File: config.mk
export PLATFORM = sky130hd
export DESIGN_NAME = write_image
export DESIGN_NICKNAME = d
export VERILOG_FILES = /design/src/rtl/write_image.sv
export SDC_FILE = /design/constraint.sdc
export NUM_CORES = 1
export LEC_CHECK = 0
export ABC_AREA = 1
export BUFFER_PORTS_ARGS = -buffer_cell sky130_fd_sc_hd__buf_4
export CORE_MARGIN = 2
export CORE_UTILIZATION = 50
export DETAILED_ROUTE_END_ITERATION = 12
export GPL_TIMING_DRIVEN = 0
export HOLD_SLACK_MARGIN = 0.06
export PLACE_DENSITY = 0.76
export SLEW_MARGIN = 30
export SYNTH_ARGS = -nofsm -noshare
export SYNTH_HDL_FRONTEND = slang
export SYNTH_SLANG_ARGS = --single-unit
File: constraint.sdc
create_clock -name clk -period 1.4 [get_ports clk]
set_input_delay 0.28 -clock clk [delete_from_list [all_inputs] [get_ports clk]]
set_output_delay 0.28 -clock clk [all_outputs]
set_load 0.05 [all_outputs]
File: src/rtl/write_image.sv
// write_image: captures one frame of pixel words from a valid/ready stream
// into a frame buffer, one write per accepted word, with abort and a
// single-cycle completion pulse.
module write_image #(
  parameter int DATA_W = 16,
  parameter int SIZE   = 1024,
  parameter int ADDR_W = 10
) (
  input  logic              clk,
  input  logic              rst_n,
  input  logic              start,
  input  logic              abort,
  input  logic [DATA_W-1:0] pix_data,
  input  logic              pix_valid,
  output logic              pix_ready,
  output logic              mem_we,
  output logic [ADDR_W-1:0] mem_addr,
  output logic [DATA_W-1:0] mem_wdata,
  output logic              busy,
  output logic              done,
  output logic [ADDR_W:0]   count
);

  typedef enum logic [1:0] {
    IDLE  = 2'd0,
    WRITE = 2'd1,
    DONE  = 2'd2
  } state_t;

  // Index of the final word and the saturation ceiling for count.
  localparam logic [ADDR_W:0] LAST_IDX = (ADDR_W + 1)'(SIZE - 1);
  localparam logic [ADDR_W:0] FULL_CNT = (ADDR_W + 1)'(SIZE);

  state_t state;
  logic   xfer;

  // Ready only while capturing; abort takes effect in the same cycle so no
  // word is accepted on the cycle the frame is cancelled.
  assign pix_ready = (state == WRITE) && !abort;
  assign xfer      = pix_valid && pix_ready;

  // Frame FSM with registered status outputs and the frame-buffer write port.
  always_ff @(posedge clk or negedge rst_n) begin
    if (!rst_n) begin
      state     <= IDLE;
      busy      <= 1'b0;
      done      <= 1'b0;
      count     <= '0;
      mem_we    <= 1'b0;
      mem_addr  <= '0;
      mem_wdata <= '0;
    end else begin
      done   <= 1'b0;
      mem_we <= xfer;
      // Address is the word's index in the frame, which is the count before
      // this transfer increments it.
      if (xfer) begin
        mem_addr  <= count[ADDR_W-1:0];
        mem_wdata <= pix_data;
      end
      case (state)
        IDLE: begin
          if (start && !abort) begin
            state <= WRITE;
            busy  <= 1'b1;
            count <= '0;
          end
        end
        WRITE: begin
          if (abort) begin
            state <= IDLE;
            busy  <= 1'b0;
          end else if (pix_valid) begin
            if (count < FULL_CNT) begin
              count <= count + 1'b1;
            end
            if (count == LAST_IDX) begin
              state <= DONE;
              done  <= 1'b1;
            end
          end
        end
        DONE: begin
          state <= IDLE;
          busy  <= 1'b0;
        end
        default: begin
          state <= IDLE;
          busy  <= 1'b0;
        end
      endcase
    end
  end

endmodule

* Yosys cells after proc, flatten, opt, wreduce, memory -nomap -nowiden *
Cells that the tools add are included.

word-level totals
  output and inout bits = 41
  input bits = 21
  flip-flop bits (word level) = 42

operators by class
  reduce and logical (&&, ||, !) cells = 9
  order comparisons = 1
  equality and inequality tests = 9
  add/subtract/negate cells = 1
  mux-type cells = 17

operators with widths
  cell                                                   count
  2-to-1 mux 11 bit                                      4
  case mux 11 bit (2 select lines)                       1
  adder 11 x 1 -> 11 bit, second input constant          1
  equality test 11 x 10 -> 1 bit, second input constant  1
  less-than comparator 11 bit, second input constant     1
  2-to-1 mux 2 bit                                       4
  != test 2 bit, second input constant                   4
  2-to-1 mux 1 bit                                       6
  AND reduction 5 bit                                    1
  case mux 2 bit (2 select lines)                        1
  logical AND 1 bit                                      3
  != test 3 x 2 -> 1 bit, second input constant          1
  != test 3 bit, second input constant                   1
  AND reduction 3 bit                                    1
  equality test 2 x 1 -> 1 bit, second input constant    1
  zero test 2 bit                                        1
  != test 2 x 1 -> 1 bit, second input constant          1
  case mux 1 bit (2 select lines)                        1
  AND reduction 2 bit                                    1
  nonzero test 2 bit                                     1
  zero test 1 bit                                        1

* Longest topological paths before layout *
Gate-level depths: netlist of the first run.

  depth in word-level cells = 5
  mapped depth = 9
  gate-level depth less buffers = 9

* Worst setup path before layout of the first run *
OpenSTA, ideal clock, no wires.

  kind = register -> register
  start point = register count[0]
  end point = register state[1]
  clock period less this slack = 1.605 ns
  library setup time = 0.063 ns
  setup slack = -0.205 ns
  required time = 1.337 ns
  arrival = 1.542 ns
  cell stages (with the launch flop) = 8
  buffers on the path = 0
  path through = dfrtp_1 -> ha_1 -> nand3_1 -> nor2_1 -> nand3_1 -> o21ai_0 -> nand2_1 -> inv_1

between the ends
  cells in the longest elaborated chain, start to end = 3

ends and longest elaborated chain
  element                                  RTL line  text
  start: declaration                       21        output logic [ADDR_W:0] count
  start signal: assignment                 75        count <= count + 1'b1;
  equality test 11 x 10 -> 1 bit           77        if (count == LAST_IDX) begin
  != test 3 x 2 -> 1 bit (no source line)  --
  AND reduction 3 bit (no source line)     --
  end signal: assignment                   78        state <= DONE;
  end signal: assignment                   84        state <= IDLE;
  end signal: assignment                   88        state <= IDLE;
  end: declaration                         34        state_t state;

No other way between the ends.
A chain may end at the register's enable or synchronous reset.

* Worst setup path after layout of the first run *
  start point = register state[1]
  end point = output pix_ready

between the ends
  cells in the longest elaborated chain, start to end = 2

ends and longest elaborated chain
  element                       RTL line  text
  start signal: assignment      45        state <= IDLE;
  start signal: assignment      64        state <= WRITE;
  start signal: assignment      71        state <= IDLE;
  equality test 2 x 1 -> 1 bit  39        assign pix_ready = (state == WRITE) && !abort;
  logical AND 1 bit             39
  end: declaration              15        output logic pix_ready,

No other way between the ends.

==> flow_metrics.tcl, run 1 <==
set metrics [dict create \
    p_per_area_nw_per_um2 1790 \
    io_buffer_count 61 \
    dpl_cell_area_um2 2460 \
    nNetsFinal 318 \
    status "finished with violations" \
    skew_ns 0.00411 \
    grt_overflow 0 \
    max_slew.worst_pin.slew_ns 0.523 \
    syn_inst 221 \
    crit_required_ns 1.12 \
    cp_max_fo 5 \
    power_mw 4.79 \
    fin_ws_ns -0.00749 \
    dr.pass1.iters 4 \
    remaining_drc_errors 0 \
    clock_path_buffers 2 \
    dieArea_um2 4370 \
    leakage_nw 1.41 \
    gp_congestion 0.825 \
    fmax_ghz 0.710 \
    synth_area_leaders "dfrtp_1, nand2_1, o21ai_2" \
    postRouteAntennaNets 0 \
    rsz0062_at_grt "yes" \
    yosys.area.top_type "dfrtp_1" \
    htreeDepth 2 \
    crit_chain "inv_2 -> nand2_4 -> nor2_8 -> buf_8" \
    core-area_um2 3690 \
    slowest_stage "dfrtp_1" \
    slew_viol_final 0 \
    final-setup-viol-count 1 \
    finalHoldViolCount 0 \
    yosysUniqueCellTypes 19 \
    worstSetupPathType "register to primary output" \
    netlist_area_um2 1930 \
    fin_util 0.727 \
    clock-sinks 42 \
    grt_max_degree 43 \
    post-dp-hpwl_mm 3.13 \
    yosysWarnings 0 \
    worstSetupEndpointType "primary output" \
    vdd_drop_max_v 0.00114 \
    cap_viol_max_count 0 \
    start_util 0.523 \
    drive_gt1_frac 0.377 \
    max_slew_margin 0.651 \
    grt_pass1_wl_mm 7.31 \
    path_delay_family "flip-flops" \
    routed_via_density 4.93 \
    synth-seq-cells 42 \
    startpoint_type "register" \
    areaGrowthSynthToFinish_pct 39.0 \
    die_w_um 66.1 \
    grt_util_all_layers 0.223 \
    arrival_ns 1.13 \
    postSynthAreaPerCell_um2 8.73 \
    layout_min_cycle_time_ns 1.41 \
    hp-class "input pin to register" \
    vias 1700 \
    antennaDiodeCount 0 \
    dr.first_iter.drc_count 127 \
    design_area_um2 2680 \
    pin_count 62 \
    syn-num-nets 243 \
    cts_root_buffer "clkbuf_8" \
    routed_wl_mm 4.40 \
    synth_top_cell_area_share 0.545 \
    insertion_delay_ns 0.29 \
    rows 22 \
    crit_buf_inv 2 \
    violations "negative setup slack" \
    synth_seq_area_share 0.545 \
    grt_pass1_vias 1634 \
    die_h_um 66.1 \
    cts_tree "done" \
    clkTransAtPathRegs_ns 0.08 \
    numCtsBuffers 5 \
    cpPeakStageDelay_ns 0.38 \
    period_share 1.01 \
    antenna_found_initial 0 \
    routedWlPerCell_um 12.8 \
]
-- worst paths after layout --
check | from | end | slack, ns | depth (start not counted)
min | pix_data[15] | mem_wdata[15] | 0.17 | 3
min reg2reg | mem_wdata[9] | mem_wdata[9] | 0.48 | 2
max reg2reg | count[0] | state[1] | 0.07 | 7
max in group asynchronous | rst_n | count[0] | 0.50 | 2
max | state[1] | pix_ready | -0.007 | 4
min in group asynchronous | rst_n | mem_wdata[1] | 0.51 | 2
-- state kept, by name, summed over array words and instances, names as in the netlist --
register	count
mem_addr	10
mem_wdata	16
state	2
mem_we	1
count	11
busy	1
done	1
-- routing by layer --
layer  vias to the layer above  global-route usage  part of all wire
met3                         5              0.0494             0.048
met5                         -                   0                 0
met2                        45               0.370              0.49
met1                       800               0.287              0.45
met4                         0              0.0765             0.011
li1                        850                   -                 -
-- power by group --
group / total (mW) / internal (mW) / switching, mW
sequential: 1.70 / 1.49 / 0.207
clock: 0.966 / 0.530 / 0.435
combinational: 2.13 / 0.659 / 1.47
total: 4.79 / 2.68 / 2.11
-- logic make-up after synthesis --
family	Yosys count	share of synthesized area
AND/OR/NAND/NOR	125	0.289
flip-flops	42	0.545
buffers and inverters	29	0.0765
AO/OA/AOI/OAI	24	0.0830
adder cells (fa/ha/maj)	1	0.00648
-- cells in the final DEF, fill, tap and decap left out, drive strengths merged --
cell type	instances
nand2	90
buf	72
dfrtp	42
inv	24
o21ai	20
nand3	14
nor2	13
nand4	7
clkbuf	5
a21oi	3
clkinvlp	2
a21boi	1
or2	1
ha	1
bufinv	1
dlygate4sd3	1
-- cells in the mapped netlist --
cell      number
a21boi_1       1
inv_2          2
o21ai_2       10
inv_1         20
nand3_1       14
nand2_2        5
inv_4          2
nand4_2        1
or2_2          1
buf_4          1
ha_1           1
dfrtp_1       42
buf_6          4
nand4_1        6
o21ai_0       10
nor2_1        11
nand2_1       85
a21oi_1        3
nor2_8         2
-- what timing repair did --
item / in CTS / in global routing
hold buffers: 1 / 0
pin swaps: 2 / 3
hold endpoints to repair: 42 / 0
gates resized for setup: 5 / 7
setup endpoints to repair: 2 / 34
buffers inserted: 2 / 4
-- layout make-up --
class	count	area (µm²)
Tap cell	48	60.1
Timing Repair Buffer	68	520
Buffer	5	56.3
Clock buffer	5	68.8
Sequential cell	42	1050
Multi-Input combinational cell	150	782
Inverter	24	95.1
Fill cell	304	1010
Clock inverter	3	45.0
-- worst min-delay path, stage by stage --
cell	delay, ns
buf_4	0.07
nand2_1	0.04
nand2_1	0.05
-- metrics by stage --
stage	std cells	hold WS, ns	TNS [ns]	setup slack (ns)
4_1_cts	341	0.168	-0.0342	-0.0342
3_3_place_gp	330	0.294	0	0.00738
5_1_grt	345	0.184	-0.0826	-0.0575
3_5_place_dp	330	0.295	-0.0191	-0.0191
6_report	345	0.173	-0.00749	-0.00749
2_1_floorplan	221	-0.0156	-0.0323	-0.0169
No activity file was read; power rests on OpenSTA's default activity.
==> inputs of run 2 (changes only) <==
--- a/config.mk
+++ b/config.mk
@@ -13,7 +13,9 @@
 export GPL_TIMING_DRIVEN = 0
 export HOLD_SLACK_MARGIN = 0.06
 export PLACE_DENSITY = 0.76
+export REMOVE_ABC_BUFFERS = 1
 export SLEW_MARGIN = 30
 export SYNTH_ARGS = -nofsm -noshare
 export SYNTH_HDL_FRONTEND = slang
 export SYNTH_SLANG_ARGS = --single-unit
+export TNS_END_PERCENT = 30
==> run 2 against run 1 <==
Setup slack worse by 0.040 ns. The flow still finishes with violations (negative setup slack). First-iteration DRC count is 1.6% higher. Maximum frequency is 2.7% lower. Via count hardly changed. Cell count is 0.29% lower. Count of clock-buffer cells in the layout is 1 higher. Global-route usage is 1.6 points lower. Wire length is 4.0% lower. Sequential power is 2% lower. Critical path type unchanged. Clock power is 1% lower.
==> flow_metrics.tcl, run 2 (synthesized netlist as in run 1, its figures left out) <==
set metrics [dict create \
    areaGrowthSynthToFinish_pct 37.9 \
    placed_cells 325 \
    final-setup-viol-count 1 \
    routedWlPerCell_um 12.3 \
    vdd_drop_max_v 0.000954 \
    drive_gt1_frac 0.368 \
    status "finished with violations" \
    startpoint_type "register" \
    grt_overflow 0 \
    antennaDiodeCount 0 \
    hp-class "input pin to register" \
    highest_layer "met4" \
    start_util 0.523 \
    cp_max_fo 6 \
    max_slew.worst_pin.slew_ns 0.517 \
    dr.first_iter.drc_count 129 \
    fin_setup_tns_ns -0.0471 \
    fin_cells 344 \
    worstSetupEndpointType "primary output" \
    max_flop_register "mem_wdata" \
    worstSetupPathType "register to primary output" \
    routed_wl_mm 4.23 \
    dieArea_um2 4370 \
    skew_ns 0.00277 \
    dr.pass1.iters 5 \
    pin_count 62 \
    layout_min_cycle_time_ns 1.45 \
    fin_util 0.721 \
    wl_met2_mm 2.09 \
    routed_via_density 4.94 \
    seqPwrFrac 0.352 \
    numCtsBuffers 5 \
    violations "negative setup slack" \
    clock-sinks 42 \
    hold_slack_ns 0.183 \
    slew_viol_final 0 \
    grt_pass1_vias 1547 \
    rsz0062_at_grt "yes" \
    clock_path_buffers 2 \
    rows 22 \
    cts_root_buffer "clkbuf_8" \
    antenna_found_initial 0 \
    power_mw 4.70 \
    arrival_ns 1.17 \
    clkPwrFrac 0.203 \
    cap_viol_max_count 0 \
    die_w_um 66.1 \
    fin_ws_ns -0.0471 \
    clkTransAtPathRegs_ns 0.07 \
    nNetsFinal 318 \
    htreeDepth 2 \
    grt_util_all_layers 0.207 \
    largest_register_ffs 16 \
    cts_tree "done" \
    crit_required_ns 1.12 \
    p_int_mw 2.68 \
    switching_share 0.430 \
    io_buffer_count 61 \
    leakage_nw 1.42 \
    wl_met3_um 228 \
    insertion_delay_ns 0.29 \
    finalHoldViolCount 0 \
    grt_max_degree 43 \
    die_h_um 66.1 \
    fmax_ghz 0.691 \
    post-dp-hpwl_mm 2.80 \
    p_per_area_nw_per_um2 1770 \
    comb_power_share 0.445 \
    gp_congestion 0.801 \
    layout_common_cells "nand2_1, buf_4, dfrtp_1, inv_1, nand3_1" \
    core-area_um2 3690 \
    reg.largest.list "mem_wdata: 16 flops, count: 11 flops, mem_addr: 10 flops" \
    period_share 1.03 \
    max_slew_margin 0.655 \
    vias 1699 \
    layout.cells.most_common "nand2_1" \
    grt_pass1_wl_mm 6.91 \
    p_sw_mw 2.02 \
    drt-met1-wl_mm 1.83 \
    remaining_drc_errors 0 \
    postRouteAntennaNets 0 \
]
[run 2: changes by cell type in the layout (fill, tap and decap cells not counted), moves of 2 or more]
| cell | change |
|---|---|
| buf_4 | +3 |
| clkinvlp_4 | -2 |
| dfrtp_2 | -3 |
| dfrtp_1 | +3 |
| buf_6 | -2 |
[run 2: stage by stage]
| step | instance area, µm² | worst slack (ns) |
|---|---|---|
| floorplan | 1880 | -0.205 |
| finish | 2660 | -0.0471 |
| global route | 2660 | -0.104 |
| CTS | 2560 | -0.0628 |
| global placement | 2390 | -0.137 |
| detailed placement | 2390 | -0.152 |
[run 2: final timing paths]
path | start | endpoint | slack, ns | cells after the start
worst max-delay path | state[1] | pix_ready | -0.05 | 4
worst min-delay path | pix_data[13] | mem_wdata[13] | 0.18 | 3
worst max register to register | state[1] | mem_addr[2] | 0.06 | 8
worst min register to register | mem_wdata[0] | mem_wdata[0] | 0.47 | 2
max in group asynchronous | rst_n | mem_addr[4] | 0.54 | 2
min in group asynchronous | rst_n | mem_wdata[11] | 0.51 | 2
[run 2: critical path, cell delays in order (launching register included)]
cell     delay (ns)
dfrtp_1        0.38
inv_2          0.09
nand2_4        0.07
nor2_8         0.18
buf_8          0.17
[run 2: timing repair]
action,4_1_cts,5_1_grt
endpoints found under the setup margin,33,32
buffers inserted,3,8
endpoints found under the hold margin,42,0
hold buffers,1,0
resized for setup,5,12
pin swaps,1,2
[run 2: layout make-up]
type | count | area, µm²
clock buffer | 6 | 82.6
fill | 300 | 1030
timing repair buffer | 73 | 562
tap | 48 | 60.1
multi-input combinational | 150 | 774
clock inverter | 1 | 30.0
inverter | 24 | 100
sequential | 42 | 1050
[run 2: power by group through the flow]
stage	logic, mW	registers (mW)	clock network [mW]
after global placement	1.95	1.68	0
after global routing	2.22	1.68	1.03
after floorplan	0.406	2.61	0
final	2.09	1.66	0.955
after detailed placement	1.97	1.69	0
after CTS	2.00	1.66	0.967
[run 2: metal layers]
metal,up-vias,GRT usage
li1,844,-
met1,801,0.269
met2,44,0.331
met3,10,0.0528
met4,0,0.0816
met5,-,0
==> inputs of run 3 (changes only) <==
--- a/config.mk
+++ b/config.mk
@@ -6,13 +6,13 @@
 export NUM_CORES = 1
 export LEC_CHECK = 0
 export ABC_AREA = 1
-export BUFFER_PORTS_ARGS = -buffer_cell sky130_fd_sc_hd__buf_4
 export CORE_MARGIN = 2
-export CORE_UTILIZATION = 50
+export CORE_UTILIZATION = 60
 export DETAILED_ROUTE_END_ITERATION = 12
+export DONT_BUFFER_PORTS = 1
 export GPL_TIMING_DRIVEN = 0
 export HOLD_SLACK_MARGIN = 0.06
-export PLACE_DENSITY = 0.76
+export PLACE_DENSITY = 0.73
 export REMOVE_ABC_BUFFERS = 1
 export SLEW_MARGIN = 30
 export SYNTH_ARGS = -nofsm -noshare
==> run 3 against run 2 <==
The flow still finishes with violations (negative setup slack). Critical path depth grew 3. Wire length grew 5.0%. Worst hold slack worse by 0.039 ns. Die area decreased by 16%. Largest cell class unchanged. Largest power group is now registers. Highest routed layer unchanged.
==> flow_metrics.tcl, run 3 (synthesized netlist as in run 1, its figures left out) <==
set metrics [dict create \
    rsz0062_at_grt "yes" \
    clkPwrFrac 0.230 \
    clkTransAtPathRegs_ns 0.12 \
    skew_ns 0.0152 \
    start_util 0.632 \
    htreeDepth 2 \
    antenna_found_initial 0 \
    grt_max_degree 43 \
    clock_path_buffers 2 \
    reg.largest.list "mem_wdata: 16 flops, count: 11 flops, mem_addr: 10 flops" \
    dieArea_um2 3690 \
    p_per_area_nw_per_um2 1800 \
    power_mw 4.37 \
    cts_tree "done" \
    crit_required_ns 1.64 \
    routedWlPerCell_um 15.2 \
    fillers 201 \
    p_int_mw 2.35 \
    cp_max_fo 4 \
    routed_via_density 5.35 \
    post-dp-hpwl_mm 2.63 \
    leakage_nw 1.18 \
    final-setup-viol-count 29 \
    slew_viol_final 0 \
    layout_common_cells "nand2_1, dfrtp_1, inv_1, dlygate4sd3_1, o21ai_2" \
    layout_min_cycle_time_ns 1.49 \
    dr.pass1.iters 4 \
    grt_overflow 0 \
    dr.first_iter.drc_count 95 \
    finalHoldViolCount 0 \
    seqPwrFrac 0.619 \
    status "finished with violations" \
    violations "negative setup slack" \
    max_slew.worst_pin.slew_ns 0.493 \
    antennaDiodeCount 0 \
    remaining_drc_errors 0 \
    slowest_stage "dfrtp_2" \
    areaGrowthSynthToFinish_pct 26.1 \
    io_buffer_count 0 \
    pin_count 62 \
    crit_chain "ha_4 -> nand3_4 -> nor2_4 -> buf_6 -> nand2_4 -> nand4_1 -> o21ai_1" \
    worstSetupPathType "register to register" \
    max_flop_register "mem_wdata" \
    vdd_drop_max_v 0.00142 \
    hp-class "input pin to register" \
    drive_gt1_frac 0.262 \
    grt_pass1_vias 1605 \
    insertion_delay_ns 0.36 \
    vias 1561 \
    cap_viol_max_count 0 \
    worstSetupEndpointType "register" \
    largest_register_ffs 16 \
    startpoint_type "register" \
    arrival_ns 1.73 \
    nNetsFinal 269 \
    switching_share 0.462 \
    gp_congestion 0.859 \
    cpPeakStageDelay_ns 0.59 \
    comb_power_share 0.150 \
    grt_pass1_wl_mm 7.18 \
    numCtsBuffers 5 \
    core-area_um2 3050 \
    rows 20 \
    die_h_um 60.7 \
    p_sw_mw 2.02 \
    max_slew_margin 0.671 \
    cts_root_buffer "clkbuf_4" \
    postRouteAntennaNets 0 \
    fin_util 0.797 \
    die_w_um 60.7 \
    clock-sinks 42 \
    fin_ws_ns -0.0887 \
    routed_wl_mm 4.44 \
    grt_util_all_layers 0.268 \
    period_share 1.06 \
    fmax_ghz 0.672 \
    layout.cells.most_common "nand2_1" \
]
==> run 3: cell types whose count changed in the layout (fill, tap and decap cells not counted), moves of 3 or more <==
| cell | change |
|---|---|
| nor2_4 | +3 |
| dfrtp_2 | +9 |
| clkbuf_4 | +5 |
| buf_4 | -67 |
| clkbuf_8 | -5 |
| dlygate4sd3_1 | +16 |
| o21ai_0 | -4 |
| nor2_1 | -3 |
| dfrtp_1 | -11 |
==> run 3: layer usage <==
layer	vias up	part of all wire	global-route usage
li1	744	-	-
met4	0	0.0099	0.0994
met5	-	0	0
met3	5	0.059	0.0810
met2	57	0.54	0.470
met1	755	0.39	0.310
==> run 3: power by group through the flow <==
stage / Sequential, mW / Clock [mW] / Combinational [mW]
final: 2.71 / 1.01 / 0.656
after global routing: 2.75 / 1.07 / 0.763
after CTS: 2.69 / 1.02 / 0.616
after global placement: 2.67 / 0 / 0.459
after detailed placement: 2.68 / 0 / 0.484
after floorplan: 2.61 / 0 / 0.406
==> run 3: final cells by class <==
cell class / instances / area, µm² / area share
Tap cell: 44 / 55.1 / 0.0226
Clock inverter: 2 / 60.1 / 0.0247
Multi-Input combinational cell: 150 / 851 / 0.350
Sequential cell: 42 / 1070 / 0.440
Timing Repair Buffer: 24 / 246 / 0.101
Clock buffer: 6 / 51.3 / 0.0211
Inverter: 24 / 100 / 0.0411
==> run 3: path summary, 6_finish.rpt <==
kind / end / slack (ns) / cells after the start / start
setup / recovery: count[6] / -0.09 / 7 / count[1]
hold / removal: done / 0.14 / 3 / abort
setup reg to reg: count[6] / -0.09 / 7 / count[1]
hold reg to reg: done / 0.73 / 5 / state[1]
max in group asynchronous: count[5] / 0.81 / 2 / rst_n
min in group asynchronous: mem_wdata[3] / 0.36 / 2 / rst_n
==> run 3: critical path: cells and delay by family, from the launching register on <==
kind            cells  cell delay [ns]
compound gates      1             0.07
fa+ha+maj           1             0.22
buf+inv             1             0.13
flops               1             0.59
simple gates        4             0.37
==> run 3: metrics by stage <==
stage                     TNS (ns)  instances  worst slack [ns]  hold slack (ns)  cell area (µm²)
after floorplan              -2.35        216            -0.205          -0.0156             1880
after global placement       -8.17        260            -0.422          -0.0147             1930
after detailed placement    -10.17        260            -0.507          -0.0148             1930
after CTS                    -1.27        291           -0.0912            0.123             2380
after global routing         -3.30        292            -0.164            0.144             2430
final                       -0.706        292           -0.0887            0.144             2430
==> run 3: repair_timing <==
item                       CTS  global route
resized for setup           38            13
setup buffers                5             1
gates cloned                 0             0
hold buffers                18             0
pin swaps                    8             6
setup endpoints to repair   42            40
hold endpoints to repair    58             0
